## config.mk

```make
export PLATFORM = sky130hd
export DESIGN_NAME = memsplit_dma
export DESIGN_NICKNAME = d
export VERILOG_FILES = /design/src/rtl/memsplit_dma_pkg.sv /design/src/rtl/bus_watchdog.sv /design/src/rtl/memsplit_dma.sv
export SDC_FILE = /design/constraint.sdc
export NUM_CORES = 1
export LEC_CHECK = 0
export ABC_AREA = 1
export CAP_MARGIN = 40
export CORE_MARGIN = 2
export CORE_UTILIZATION = 70
export CTS_BUF_LIST = sky130_fd_sc_hd__clkbuf_4 sky130_fd_sc_hd__clkbuf_8
export CTS_CLUSTER_SIZE = 12
export DETAILED_ROUTE_END_ITERATION = 8
export DONT_BUFFER_PORTS = 1
export HOLD_SLACK_MARGIN = 0.06
export PLACE_DENSITY_LB_ADDON = 0.1
export SYNTH_ARGS = -nofsm -noshare
export SYNTH_HDL_FRONTEND = slang
export SYNTH_SLANG_ARGS = --single-unit
```

## constraint.sdc

```tcl
create_clock -name clk_i -period 2.9 [get_ports clk_i]
set_input_delay 0.58 -clock clk_i [delete_from_list [all_inputs] [get_ports clk_i]]
set_output_delay 0.58 -clock clk_i [all_outputs]
set_load 0.01 [all_outputs]
```

## src/rtl/memsplit_dma_pkg.sv

```systemverilog
//------------------------------------------------------------------------------
// memsplit_dma_pkg
// Shared types and constants for the MemSplit32 word-copy DMA initiator.
// Revision: 1.0 - initial release
//------------------------------------------------------------------------------
`default_nettype none

package memsplit_dma_pkg;

    typedef enum logic [2:0] {
        IDLE    = 3'd0,
        RD_REQ  = 3'd1,
        RD_WAIT = 3'd2,
        WR_REQ  = 3'd3,
        DONE    = 3'd4,
        ERR     = 3'd5
    } state_t;

    localparam logic [31:0] WORD_BYTES = 32'd4;
    localparam logic [3:0]  BE_FULL    = 4'hF;

    function automatic logic [31:0] word_align(input logic [31:0] addr);
        return {addr[31:2], 2'b00};
    endfunction

endpackage

`default_nettype wire

```

## src/rtl/bus_watchdog.sv

```systemverilog
//------------------------------------------------------------------------------
// bus_watchdog
// Clearable cycle counter; pulses expired on the LIMIT-th enabled cycle
// without a clear.
// Revision: 1.0 - initial release
//------------------------------------------------------------------------------
`default_nettype none

module bus_watchdog #(
    parameter int LIMIT = 1024
) (
    input  logic clk,
    input  logic arst_n,
    input  logic enable,
    input  logic clear,
    output logic expired
);

    localparam int             CW   = (LIMIT > 2) ? $clog2(LIMIT) : 1;
    localparam logic [CW-1:0]  LAST = CW'(LIMIT - 1);

    logic [CW-1:0] r_count;

    always_ff @(posedge clk or negedge arst_n) begin
        if (!arst_n) begin
            r_count <= '0;
        end else if (!enable || clear) begin
            r_count <= '0;
        end else if (r_count == LAST) begin
            r_count <= '0;
        end else begin
            r_count <= r_count + CW'(1);
        end
    end

    assign expired = enable && (r_count == LAST);

endmodule

`default_nettype wire

```

## src/rtl/memsplit_dma.sv

```systemverilog
//------------------------------------------------------------------------------
// memsplit_dma
// Word-copy DMA initiator on the MemSplit32 split request/response bus.
// Revision: 1.0 - initial release
//------------------------------------------------------------------------------
`default_nettype none

module memsplit_dma
    import memsplit_dma_pkg::*;
#(
    parameter int TIMEOUT_CYCLES = 1024,
    parameter int LEN_WIDTH      = 16
) (
    input  logic                 clk_i,
    input  logic                 arst_n_i,
    input  logic                 start_i,
    input  logic [31:0]          src_addr_bi,
    input  logic [31:0]          dst_addr_bi,
    input  logic [LEN_WIDTH-1:0] len_bi,
    output logic                 busy_o,
    output logic                 done_o,
    output logic                 err_o,
    output logic                 bus_req_o,
    output logic                 bus_we_o,
    output logic [31:0]          bus_addr_bo,
    output logic [3:0]           bus_be_bo,
    output logic [31:0]          bus_wdata_bo,
    input  logic                 bus_ack_i,
    input  logic                 bus_resp_i,
    input  logic [31:0]          bus_rdata_bi
);

    state_t               r_state;
    state_t               w_state_next;
    logic [31:0]          r_src;
    logic [31:0]          r_dst;
    logic [31:0]          r_addr;
    logic [31:0]          r_wdata;
    logic [LEN_WIDTH-1:0] r_rem;
    logic                 r_busy;
    logic                 r_done;
    logic                 r_err;
    logic                 r_req;
    logic                 r_we;
    logic [31:0]          w_addr_next;
    logic                 w_start;
    logic                 w_rd_acc;
    logic                 w_wr_acc;
    logic                 w_rd_resp;
    logic                 w_progress;
    logic                 w_active;
    logic                 w_expired;

    assign w_start    = (r_state == IDLE) && start_i;
    assign w_rd_acc   = (r_state == RD_REQ) && r_req && bus_ack_i;
    assign w_wr_acc   = (r_state == WR_REQ) && r_req && bus_ack_i;
    assign w_rd_resp  = (r_state == RD_WAIT) && bus_resp_i;
    assign w_progress = w_rd_acc || w_wr_acc || w_rd_resp;
    assign w_active   = (r_state == RD_REQ) || (r_state == RD_WAIT) || (r_state == WR_REQ);

    bus_watchdog #(
        .LIMIT (TIMEOUT_CYCLES)
    ) u_watchdog (
        .clk     (clk_i),
        .arst_n  (arst_n_i),
        .enable  (w_active),
        .clear   (w_progress),
        .expired (w_expired)
    );

    // Handshake progress takes priority over a timeout landing in the same cycle.
    always_comb begin
        w_state_next = r_state;
        case (r_state)
            IDLE:    if (start_i) w_state_next = (len_bi == '0) ? DONE : RD_REQ;
            RD_REQ:  if (w_rd_acc) w_state_next = RD_WAIT;
                     else if (w_expired) w_state_next = ERR;
            RD_WAIT: if (w_rd_resp) w_state_next = WR_REQ;
                     else if (w_expired) w_state_next = ERR;
            WR_REQ:  if (w_wr_acc) w_state_next = (r_rem == LEN_WIDTH'(1)) ? DONE : RD_REQ;
                     else if (w_expired) w_state_next = ERR;
            DONE:    w_state_next = IDLE;
            ERR:     w_state_next = IDLE;
            default: w_state_next = IDLE;
        endcase
    end

    always_comb begin
        w_addr_next = r_addr;
        if (w_state_next == RD_REQ) begin
            w_addr_next = (r_state == IDLE) ? word_align(src_addr_bi) : r_src;
        end else if (w_state_next == WR_REQ) begin
            w_addr_next = r_dst;
        end
    end

    always_ff @(posedge clk_i or negedge arst_n_i) begin
        if (!arst_n_i) begin
            r_state <= IDLE;
            r_src   <= '0;
            r_dst   <= '0;
            r_rem   <= '0;
            r_addr  <= '0;
            r_wdata <= '0;
            r_busy  <= 1'b0;
            r_done  <= 1'b0;
            r_err   <= 1'b0;
            r_req   <= 1'b0;
            r_we    <= 1'b0;
        end else begin
            r_state <= w_state_next;
            r_addr  <= w_addr_next;
            r_busy  <= (w_state_next == RD_REQ) || (w_state_next == RD_WAIT) ||
                       (w_state_next == WR_REQ);
            r_done  <= (w_state_next == DONE) || (w_state_next == ERR);
            r_req   <= (w_state_next == RD_REQ) || (w_state_next == WR_REQ);
            r_we    <= (w_state_next == WR_REQ);
            if (w_start) begin
                r_src <= word_align(src_addr_bi);
                r_dst <= word_align(dst_addr_bi);
                r_rem <= len_bi;
                r_err <= 1'b0;
            end
            if (w_rd_acc) r_src <= r_src + WORD_BYTES;
            if (w_wr_acc) begin
                r_dst <= r_dst + WORD_BYTES;
                r_rem <= r_rem - LEN_WIDTH'(1);
            end
            if (w_rd_resp) r_wdata <= bus_rdata_bi;
            if (w_active && (w_state_next == ERR)) r_err <= 1'b1;
        end
    end

    assign busy_o       = r_busy;
    assign done_o       = r_done;
    assign err_o        = r_err;
    assign bus_req_o    = r_req;
    assign bus_we_o     = r_we;
    assign bus_addr_bo  = r_addr;
    assign bus_be_bo    = BE_FULL;
    assign bus_wdata_bo = r_wdata;

endmodule

`default_nettype wire
```

; Yosys cells after proc, flatten, opt, wreduce, memory -nomap -nowiden
; Cells that the tools add are included.
[totals]
register_bits = 162
memories = 0
mem_bits_ro = 0
mem_bits_rw = 0
elab_cells = 71
latch_bits = 0
[classes]
addsub = 4
n_eq_ne = 10
n_shift = 0
reduce_logical = 24
div_mod_pow = 0
n_bitwise = 0
mux = 21
multipliers = 0
n_lt_le_gt_ge = 0
[ops]
columns = cell, count
row1 = two-way mux 32 bit, 7
row2 = "adder 32 x 3 -> 32 bit, second input constant", 2
row3 = two-way mux 16 bit, 2
row4 = two-way mux 3 bit, 7
row5 = two-way mux 10 bit, 2
row6 = "equality test 16 x 1 -> 1 bit, second input constant", 1
row7 = logical NOT 16 bit, 1
row8 = "subtractor 16 x 1 -> 16 bit, second input constant", 1
row9 = "equality test 3 x 2 -> 1 bit, second input constant", 4
row10 = one-hot mux 3 bit (4 select lines), 1
row11 = "adder 10 x 1 -> 10 bit, second input constant", 1
row12 = "equality test 10 bit, second input constant", 1
row13 = logical OR 1 bit, 9
row14 = logical AND 1 bit, 8
row15 = nonzero test 2 bit, 4
row16 = "equality test 3 x 1 -> 1 bit, second input constant", 2
row17 = "equality test 3 bit, second input constant", 2
row18 = logical NOT 3 bit, 1
row19 = two-way mux 1 bit, 2
row20 = logical NOT 1 bit, 1

; Depth between registers and ports, before layout
; Gate-level depths: netlist of run 1.
[depth]
depth_word = 10
ltp_mapped = 15
ltp_nobuf = 14

; Hierarchy
; A second synthesis of run 1 with hierarchy kept.
[hier_totals]
hier_cells = 1246
hier_area_um2 = 9228.9
[modules_own_cells]
columns = mod, n_inst, seq_area_each_um2, cells_per_inst, area_per_inst_um2
row1 = memsplit_dma, 1, 3653.5, 1179, 8685.8
row2 = bus_watchdog, 1, 250.2, 67, 543.0

; Least setup slack after synthesis of run 1
; OpenSTA, ideal clock, no wires.
[synth_path]
path_type = input port to flip-flop
start = input bus_ack_i
end = register u_watchdog.r_count[2]
slack_ns = 1.172
t_arrival_ns = 1.640
cell_stages = 6
t_required_ns = 2.812
cell_sequence = nand2_1 nor2_1 buf_2 nor4_2 nand2_2 nor3b_1
[synth_between]
elab_chain_len = 5
[synth_lines]
columns = element, line_no
row1 = from (decl), memsplit_dma.sv:28  ; input logic bus_ack_i,
row2 = "logical AND 1 bit, on equally long branches", "memsplit_dma.sv:55, memsplit_dma.sv:56"
row3 = logical OR 1 bit * (2 in series), memsplit_dma.sv:58  ; assign w_progress = w_rd_acc || w_wr_acc || w_rd_resp;
row4 = logical OR 1 bit *, bus_watchdog.sv:27  ; end else if (!enable || clear) begin
row5 = two-way mux 10 bit *, bus_watchdog.sv:27
row6 = to (signal assigned), bus_watchdog.sv:32  ; r_count <= r_count + CW'(1);
row7 = to (decl), bus_watchdog.sv:22  ; logic [CW-1:0] r_count;
; Mark *: on every way between the ends. The rest lies on a longest branch, timed or not.
; A chain may end at the register's enable or synchronous reset.

; Worst setup path after layout of run 1
[layout_path]
start = register r_state[1]
end = register r_addr[21], in the netlist bus_addr_bo[21]
[layout_between]
elab_chain_len = 9
[layout_lines]
columns = element, line_no
row1 = from (decl), memsplit_dma.sv:33  ; state_t r_state;
row2 = from (signal assigned), memsplit_dma.sv:111  ; r_state <= w_state_next;
row3 = equality test 3 x 1 -> 1 bit / equality test 3 x 2 -> 1 bit (equally long branches), -
row4 = logical OR 1 bit (2 in series), memsplit_dma.sv:59  ; assign w_active = (r_state == RD_REQ) || (r_state == RD_WAIT) || (r_state == WR_REQ);
row5 = logical AND 1 bit, bus_watchdog.sv:36  ; assign expired = enable && (r_count == LAST);
row6 = two-way mux 3 bit, "memsplit_dma.sv:77, memsplit_dma.sv:79, memsplit_dma.sv:81"
row7 = "two-way mux 3 bit, on equally long branches", "memsplit_dma.sv:80, memsplit_dma.sv:76, memsplit_dma.sv:78"
row8 = one-hot mux 3 bit (4 select lines), memsplit_dma.sv:74  ; case (r_state)
row9 = equality test 3 x 1 -> 1 bit / equality test 3 x 2 -> 1 bit (equally long branches), "memsplit_dma.sv:90, memsplit_dma.sv:92"
row10 = two-way mux 32 bit / nonzero test 2 bit (equally long branches), -
row11 = to (signal assigned), memsplit_dma.sv:112  ; r_addr <= w_addr_next;
row12 = to (decl), memsplit_dma.sv:37  ; logic [31:0] r_addr;
; Several ways; a longest one is shown, not always the timed one.

==> flow_summary.ini, run 1 <==
[pwr]
power.static_leakage_nw = 4.59
power.density_nw_per_um2 = 1120
vdd_drop_max_uv = 734

[timing]
hold_ws_ns = -0.192
maximum_clock_skew_at_final_layout_ns = 0.00768
timing.setup.tns_ns = 0
slew_violations = 0
slew_headroom = 0.577
worst_slew_pin_slew_ns = 0.633
post-route-min-period_ns = 2.34
report.final.setup_viol = 0
unrepaired_setup_endpoints_after_global_routing = no
finalHoldViolations = 157
max_freq_mhz = 428
period_share = 0.806

[synthesis]
synth_largest_type_area_fraction = 0.433
yosysTopAreaCell = sky130_fd_sc_hd__dfrtp_1
asyncSetResetFlopFracSynth = 1.00
synth_enable_flop_cells = 0
ys_top_cells_by_area = sky130_fd_sc_hd__dfrtp_1 43%, sky130_fd_sc_hd__nand2_1 16%, sky130_fd_sc_hd__nand3_1 7.3%
synth_cells = 1254
postSynthRegisterBits = 157
ys_dominant_reg_cell = sky130_fd_sc_hd__dfrtp_1
synthesis.area_per_instance_um2 = 7.24
ys_top_cells_by_count = 390 x sky130_fd_sc_hd__nand2_1, 157 x sky130_fd_sc_hd__dfrtp_1, 132 x sky130_fd_sc_hd__nand3_1, 117 x sky130_fd_sc_hd__inv_1, 101 x sky130_fd_sc_hd__nor2_1
synthesis.area_um2 = 9080
synthMostInstantiatedCell = sky130_fd_sc_hd__nand2_1
synth_sequential_area_ratio = 0.433
netlist-cell-type-count = 50
yosysWarningCount = 0

[global_routing]
largest_net_degree_at_the_start_of_global_routing = 158
grt_first_pass_wirelength_um = 39000
grt_util_all_layers = 0.354
overflow_left_after_global_routing = 0
antenna_found_initial = 0
first_global_vias = 7983

[floorplanning]
starting_utilization_of_the_core_area = 0.719
die_height_um = 118
die_w_um = 118
core_um2 = 12600
die_area_um2 = 13900
floorplan.rows = 41
number_of_primary_i_o_pins = 190

[placed_design]
buffer_ports.inserted = 0
finalWeightedCongestion = 0.982
post_dp_hpwl_um = 17300
placed_area_um2 = 9110

[worst_setup_path]
path_class = reg2reg
crit-reg2reg-capture = bus_addr_bo[21]
reg2reg_setup_slack_ns = 0.56
critPathArrivalTime_ns = 2.68
r2r_cells = 11
worst_ep_required_time_ns = 3.24
worstSetupStartpoint = r_state[1]
worst-path-max-fanout = 33
cp-start-kind = flip-flop
r2r-start = r_state[1]
worstSetupEndpointType = flip-flop

[detailed_routing]
drtAntennaViolNets = 0
drcViolationCount = 0
drt_first_iter_violations = 1084
tritonroute_pass_1_iters = 6
drt-total-wl_um = 24400
routed_wire_length_per_instance_um = 17.2
vias = 8564
avgViaCountPerCell = 6.05

[worst_hold_path]
hold_path.class = in2async

[run_status]
status = complete, but fails checks
violations_in_the_final_reports = hold timing

[final_layout]
area_growth_pct = 5.29
n_antenna_cell = 0
finalInstanceArea_um2 = 9560
num-nets-final = 1352
final_layout_size_suffix_gt1_frac = 0.0636

[clock_network]
cts_root_buffer = sky130_fd_sc_hd__clkbuf_8
cts_repair_resize_count = 0
cts_tree = yes
numClockSinks = 157
max-clock-path-buffers = 2
clock_tree.htree_level_count = 4
cts.reportedPaths.clkPinSlew_ns = 0.08
cts_inserted_buffers = 17
insertion_delay_to_the_later_sink_of_the_worst_skew_pair_ns = 0.46
cts_post_setup_buffers_inserted = 0

[job]
cap_viol_max_count = 0
where the power goes:
part | switching [W] | internal [W] | total, W | leakage (nW)
Combinational | 0.00294 | 0.00146 | 0.00440 | 2.47
Clock | 0.000842 | 0.000974 | 0.00182 | 0.208
Sequential | 0.00132 | 0.00321 | 0.00453 | 1.92
Total | 0.00510 | 0.00564 | 0.0107 | 4.59
critical path, stage by stage, from the launching register on:
cell,delay (ns)
sky130_fd_sc_hd__dfrtp_1,0.43
sky130_fd_sc_hd__inv_2,0.07
sky130_fd_sc_hd__nor2_4,0.11
sky130_fd_sc_hd__nand2_1,0.11
sky130_fd_sc_hd__nor2_4,0.35
sky130_fd_sc_hd__nand2_1,0.10
sky130_fd_sc_hd__nand2_1,0.09
sky130_fd_sc_hd__nand3_2,0.09
sky130_fd_sc_hd__nand2_4,0.31
sky130_fd_sc_hd__nand2_4,0.28
sky130_fd_sc_hd__nand2_1,0.17
sky130_fd_sc_hd__nand3_1,0.10
how the worst max path moves through the flow:
| stage | endpoint | slack [ns] | cells past startpoint |
|---|---|---|---|
| after CTS | bus_addr_bo[21] | 0.58 | 11 |
| after global routing | bus_addr_bo[1] | 0.34 | 11 |
| after detailed placement | bus_addr_bo[21] | 0.54 | 9 |
| after global placement | bus_addr_bo[1] | 0.60 | 9 |
| final | bus_addr_bo[21] | 0.56 | 11 |
| after floorplan | u_watchdog.r_count[2] | 1.17 | 6 |
registers in the layout, summed over array words and instances, names as in the netlist:
| register | count |
|---|---|
| r_rem | 16 |
| bus_we_o | 1 |
| bus_wdata_bo | 32 |
| err_o | 1 |
| u_watchdog.r_count | 10 |
| busy_o | 1 |
| r_dst | 30 |
| r_src | 30 |
| bus_req_o | 1 |
| r_state | 3 |
| done_o | 1 |
| bus_addr_bo | 31 |
metal layers:
layer | share of wire | routed length [µm] | track usage | vias to the layer above
li1 | - | - | - | 4042
met1 | 0.40 | 9750 | 0.460 | 3989
met2 | 0.46 | 11300 | 0.545 | 461
met3 | 0.10 | 2510 | 0.120 | 72
met4 | 0.036 | 869 | 0.151 | 0
met5 | 0 | 0 | 0 | -
cells in the final DEF, fill, tap and decap left out, drive strengths merged, types with 8 or more instances in the layout:
cell type  instances
nand2            394
dfrtp            157
nand3            136
inv              128
nor2             110
o21ai             88
nor3              36
a21oi             29
xor2              27
clkbuf            19
nand4             17
o211ai            15
buf               10
a31oi              8
o22ai              8
layout make-up:
cell class / count / area, µm²
clock inverter: 13 / 189
clock buffer: 19 / 255
tap: 172 / 215
inverter: 127 / 477
sequential: 157 / 3930
timing repair buffer: 10 / 75.1
fill: 1007 / 3060
multi-input combinational: 917 / 4420
logic make-up (layout without fill, tap and decap cells):
| family | Yosys count | count (layout) | share of synthesized area |
|---|---|---|---|
| muxes | 1 | 1 | 0.00124 |
| other | 1 | 4 | 0.000413 |
| DFF | 157 | 157 | 0.433 |
| AOI/OAI and AO/OA | 168 | 168 | 0.106 |
| buffers and inverters | 183 | 169 | 0.0826 |
| adders and majority gates | 5 | 5 | 0.00689 |
| and+or+nand+nor | 710 | 710 | 0.342 |
| xor gates and xnor gates | 29 | 29 | 0.0280 |
metrics by stage:
stage               power, W   util  setup WS (ns)  hold slack [ns]  cells
finish                0.0107  0.757          0.562           -0.192   1415
global route          0.0116  0.757          0.343           -0.229   1415
CTS                   0.0107  0.757          0.584           -0.206   1415
detailed placement   0.00883  0.722          0.543            0.287   1383
global placement     0.00865  0.722          0.601            0.287   1383
floorplan            0.00771      -           1.17            0.284   1257
Power figures use the tool's default switching activity.
==> run 2, diff against run 1 <==
--- a/config.mk
+++ b/config.mk
@@ -8,7 +8,7 @@
 export ABC_AREA = 1
 export CAP_MARGIN = 40
 export CORE_MARGIN = 2
-export CORE_UTILIZATION = 70
+export CORE_UTILIZATION = 60
 export CTS_BUF_LIST = sky130_fd_sc_hd__clkbuf_4 sky130_fd_sc_hd__clkbuf_8
 export CTS_CLUSTER_SIZE = 12
 export DETAILED_ROUTE_END_ITERATION = 8
==> constraint.sdc (replaced) <==
create_clock -name clk_i -period 2.12 [get_ports clk_i]
set_input_delay 0.424 -clock clk_i [delete_from_list [all_inputs] [get_ports clk_i]]
set_output_delay 0.424 -clock clk_i [all_outputs]
set_load 0.01 [all_outputs]
==> run 2 against run 1 <==
The flow still finishes with violations (hold timing). Highest routed layer unchanged. Combinational power increased by 55%. Largest cell class unchanged. First-iteration DRC count is 24% lower. Via count rose by 1.6%. Clock power grew 31%. Sequential share of layout area decreased by 2.3 points. Final cell count grew 4.2%.
==> flow_summary.ini, run 2 (synthesis gave the netlist of run 1 again) <==
[worst_setup_path]
critPathArrivalTime_ns = 2.40
worstSetupEndpointType = flip-flop
critical_path_buf_inv_count = 2
path_delay_family = simple AND/OR/NAND/NOR gates
path_class = reg2reg
critical_path.max_stage_delay_ns = 0.38
worst_ep_required_time_ns = 2.53
cp-start-kind = flip-flop
reg2reg_setup_slack_ns = 0.13
worst-path-max-fanout = 16
cp_slowest_cell = sky130_fd_sc_hd__dfrtp_1
critical_path.cell_chain = ha_1 > nand2_1 > nor2_4 > nand3b_4 > nand4_1 > nand3_4 > buf_4 > nor2_4 > buf_12 > nand3_1 > nand3_1

[floorplanning]
floorplan.rows = 44
starting_utilization_of_the_core_area = 0.620
die_area_um2 = 16100
die_height_um = 127
die_w_um = 127
number_of_primary_i_o_pins = 190
core_um2 = 14600

[clock_network]
max-clock-path-buffers = 2
cts_tree = yes
insertion_delay_to_the_later_sink_of_the_worst_skew_pair_ns = 0.48
clock_tree.htree_level_count = 4
cts_root_buffer = sky130_fd_sc_hd__clkbuf_8
numClockSinks = 157
cts_inserted_buffers = 17
cts-hold-fix-buffers = 28
cts.reportedPaths.clkPinSlew_ns = 0.11

[timing]
hold_ws_ns = -0.364
slew_violations = 0
finalHoldViolations = 157
max_freq_mhz = 503
maximum_clock_skew_at_final_layout_ns = 0.0184
report.final.setup_viol = 0
period_share = 0.938
setup_ws_ns = 0.131
post-route-min-period_ns = 1.99
worst_slew_pin_slew_ns = 0.551
slew_headroom = 0.629

[job]
cap_viol_max_count = 0

[final_layout]
final_cell_mix = 390 x sky130_fd_sc_hd__nand2_1, 156 x sky130_fd_sc_hd__dfrtp_1, 131 x sky130_fd_sc_hd__nand3_1
utilization = 0.692
area_growth_pct = 11.7
layout.cells.most_common = sky130_fd_sc_hd__nand2_1
final_layout_size_suffix_gt1_frac = 0.0821
flip_flop_count_of_the_largest_register_after_layout = 32
post_layout_nonfiller_instances = 1475
num-nets-final = 1400
fillers = 1222
n_antenna_cell = 0

[worst_hold_path]
hold_path.class = in2async

[detailed_routing]
drt-total-wl_um = 26600
vias = 8702
drcViolationCount = 0
drt_first_iter_violations = 829
drtAntennaViolNets = 0
routed_wire_length_per_instance_um = 18.1
tritonroute_pass_1_iters = 6
avgViaCountPerCell = 5.90

[pwr]
power.static_leakage_nw = 4.86
power.density_nw_per_um2 = 1520
vdd_drop_max_uv = 884
report.power.total_w = 0.0154

[placed_design]
dp_worst_setup_slack_ns = 0.0988
buffer_ports.inserted = 0
cell_count_after_placement = 1411
post_dp_hpwl_um = 18100
finalWeightedCongestion = 0.942

[global_routing]
largest_net_degree_at_the_start_of_global_routing = 158
grt_busiest_layer = met2
grt_use_met3 = 0.0925
grt_first_pass_wirelength_um = 41000
first_global_vias = 8114
grt_util_all_layers = 0.325
overflow_left_after_global_routing = 0
antenna_found_initial = 0
grt_util_met1 = 0.417
met2_usage = 0.531

[run_status]
violations_in_the_final_reports = hold timing
status = complete, but fails checks
==> run 2: cell count changes in the layout (fill, tap and decap cells not counted), moves of 4 or more <==
cell	before	now
sky130_fd_sc_hd__dlygate4sd3_1	0	28
sky130_fd_sc_hd__buf_4	10	21
sky130_fd_sc_hd__buf_12	0	5
sky130_fd_sc_hd__clkinv_8	0	4
sky130_fd_sc_hd__inv_8	0	4
==> run 2: final timing paths <==
check,start,endpoint,depth (start not counted)
max,u_watchdog.r_count[0],bus_addr_bo[5],11
min,arst_n_i,r_src[26],0
max reg2reg,u_watchdog.r_count[0],bus_addr_bo[5],11
min reg2reg,u_watchdog.r_count[0],u_watchdog.r_count[0],1
max in group asynchronous,arst_n_i,r_state[1],0
min in group clk_i,bus_rdata_bi[18],bus_wdata_bo[18],2
==> run 2: layer usage <==
metal	share of wire	vias to the layer above
met2	0.47	384
met4	0.025	0
met1	0.42	4136
li1	-	4139
met3	0.089	43
met5	0	-
==> run 2: per-stage QoR <==
| stage | instance area, µm² | TNS [ns] |
|---|---|---|
| 5_1_grt | 10100 | -0.0311 |
| 2_1_floorplan | 9090 | 0 |
| 6_report | 10100 | 0 |
| 3_5_place_dp | 9310 | 0 |
| 4_1_cts | 10000 | 0 |
| 3_3_place_gp | 9310 | 0 |
==> run 2: report_power, final <==
group          internal [W]  switching [W]  leakage [nW]
clock               0.00101        0.00137         0.211
combinational       0.00245        0.00437          2.73
sequential          0.00439        0.00178          1.92
total               0.00786        0.00752          4.86
==> run 2: what timing repair did <==
| action | CTS | global route |
|---|---|---|
| endpoints found under the setup margin | 0 | 38 |
| endpoints found under the hold margin | 185 | 157 |
| buffers inserted | 0 | 1 |
| gates resized for setup | 0 | 14 |
==> run 2: final cells by class <==
type,count,area (µm²),share of cell area
Multi-Input combinational cell,919,4500,0.444
Sequential cell,157,3930,0.388
Timing Repair Buffer,56,574,0.0567
Inverter,127,480,0.0474
Clock buffer,17,234,0.0231
Tap cell,184,230,0.0227
Clock inverter,15,191,0.0189
==> run 2: worst register-to-register path: stages (launching register included) <==
cell and delay (ns):
sky130_fd_sc_hd__dfrtp_1 0.38, sky130_fd_sc_hd__ha_1 0.17, sky130_fd_sc_hd__nand2_1 0.10, sky130_fd_sc_hd__nor2_4 0.14, sky130_fd_sc_hd__nand3b_4 0.12, sky130_fd_sc_hd__nand4_1 0.17
sky130_fd_sc_hd__nand3_4 0.10, sky130_fd_sc_hd__buf_4 0.17, sky130_fd_sc_hd__nor2_4 0.20, sky130_fd_sc_hd__buf_12 0.17, sky130_fd_sc_hd__nand3_1 0.10, sky130_fd_sc_hd__nand3_1 0.09
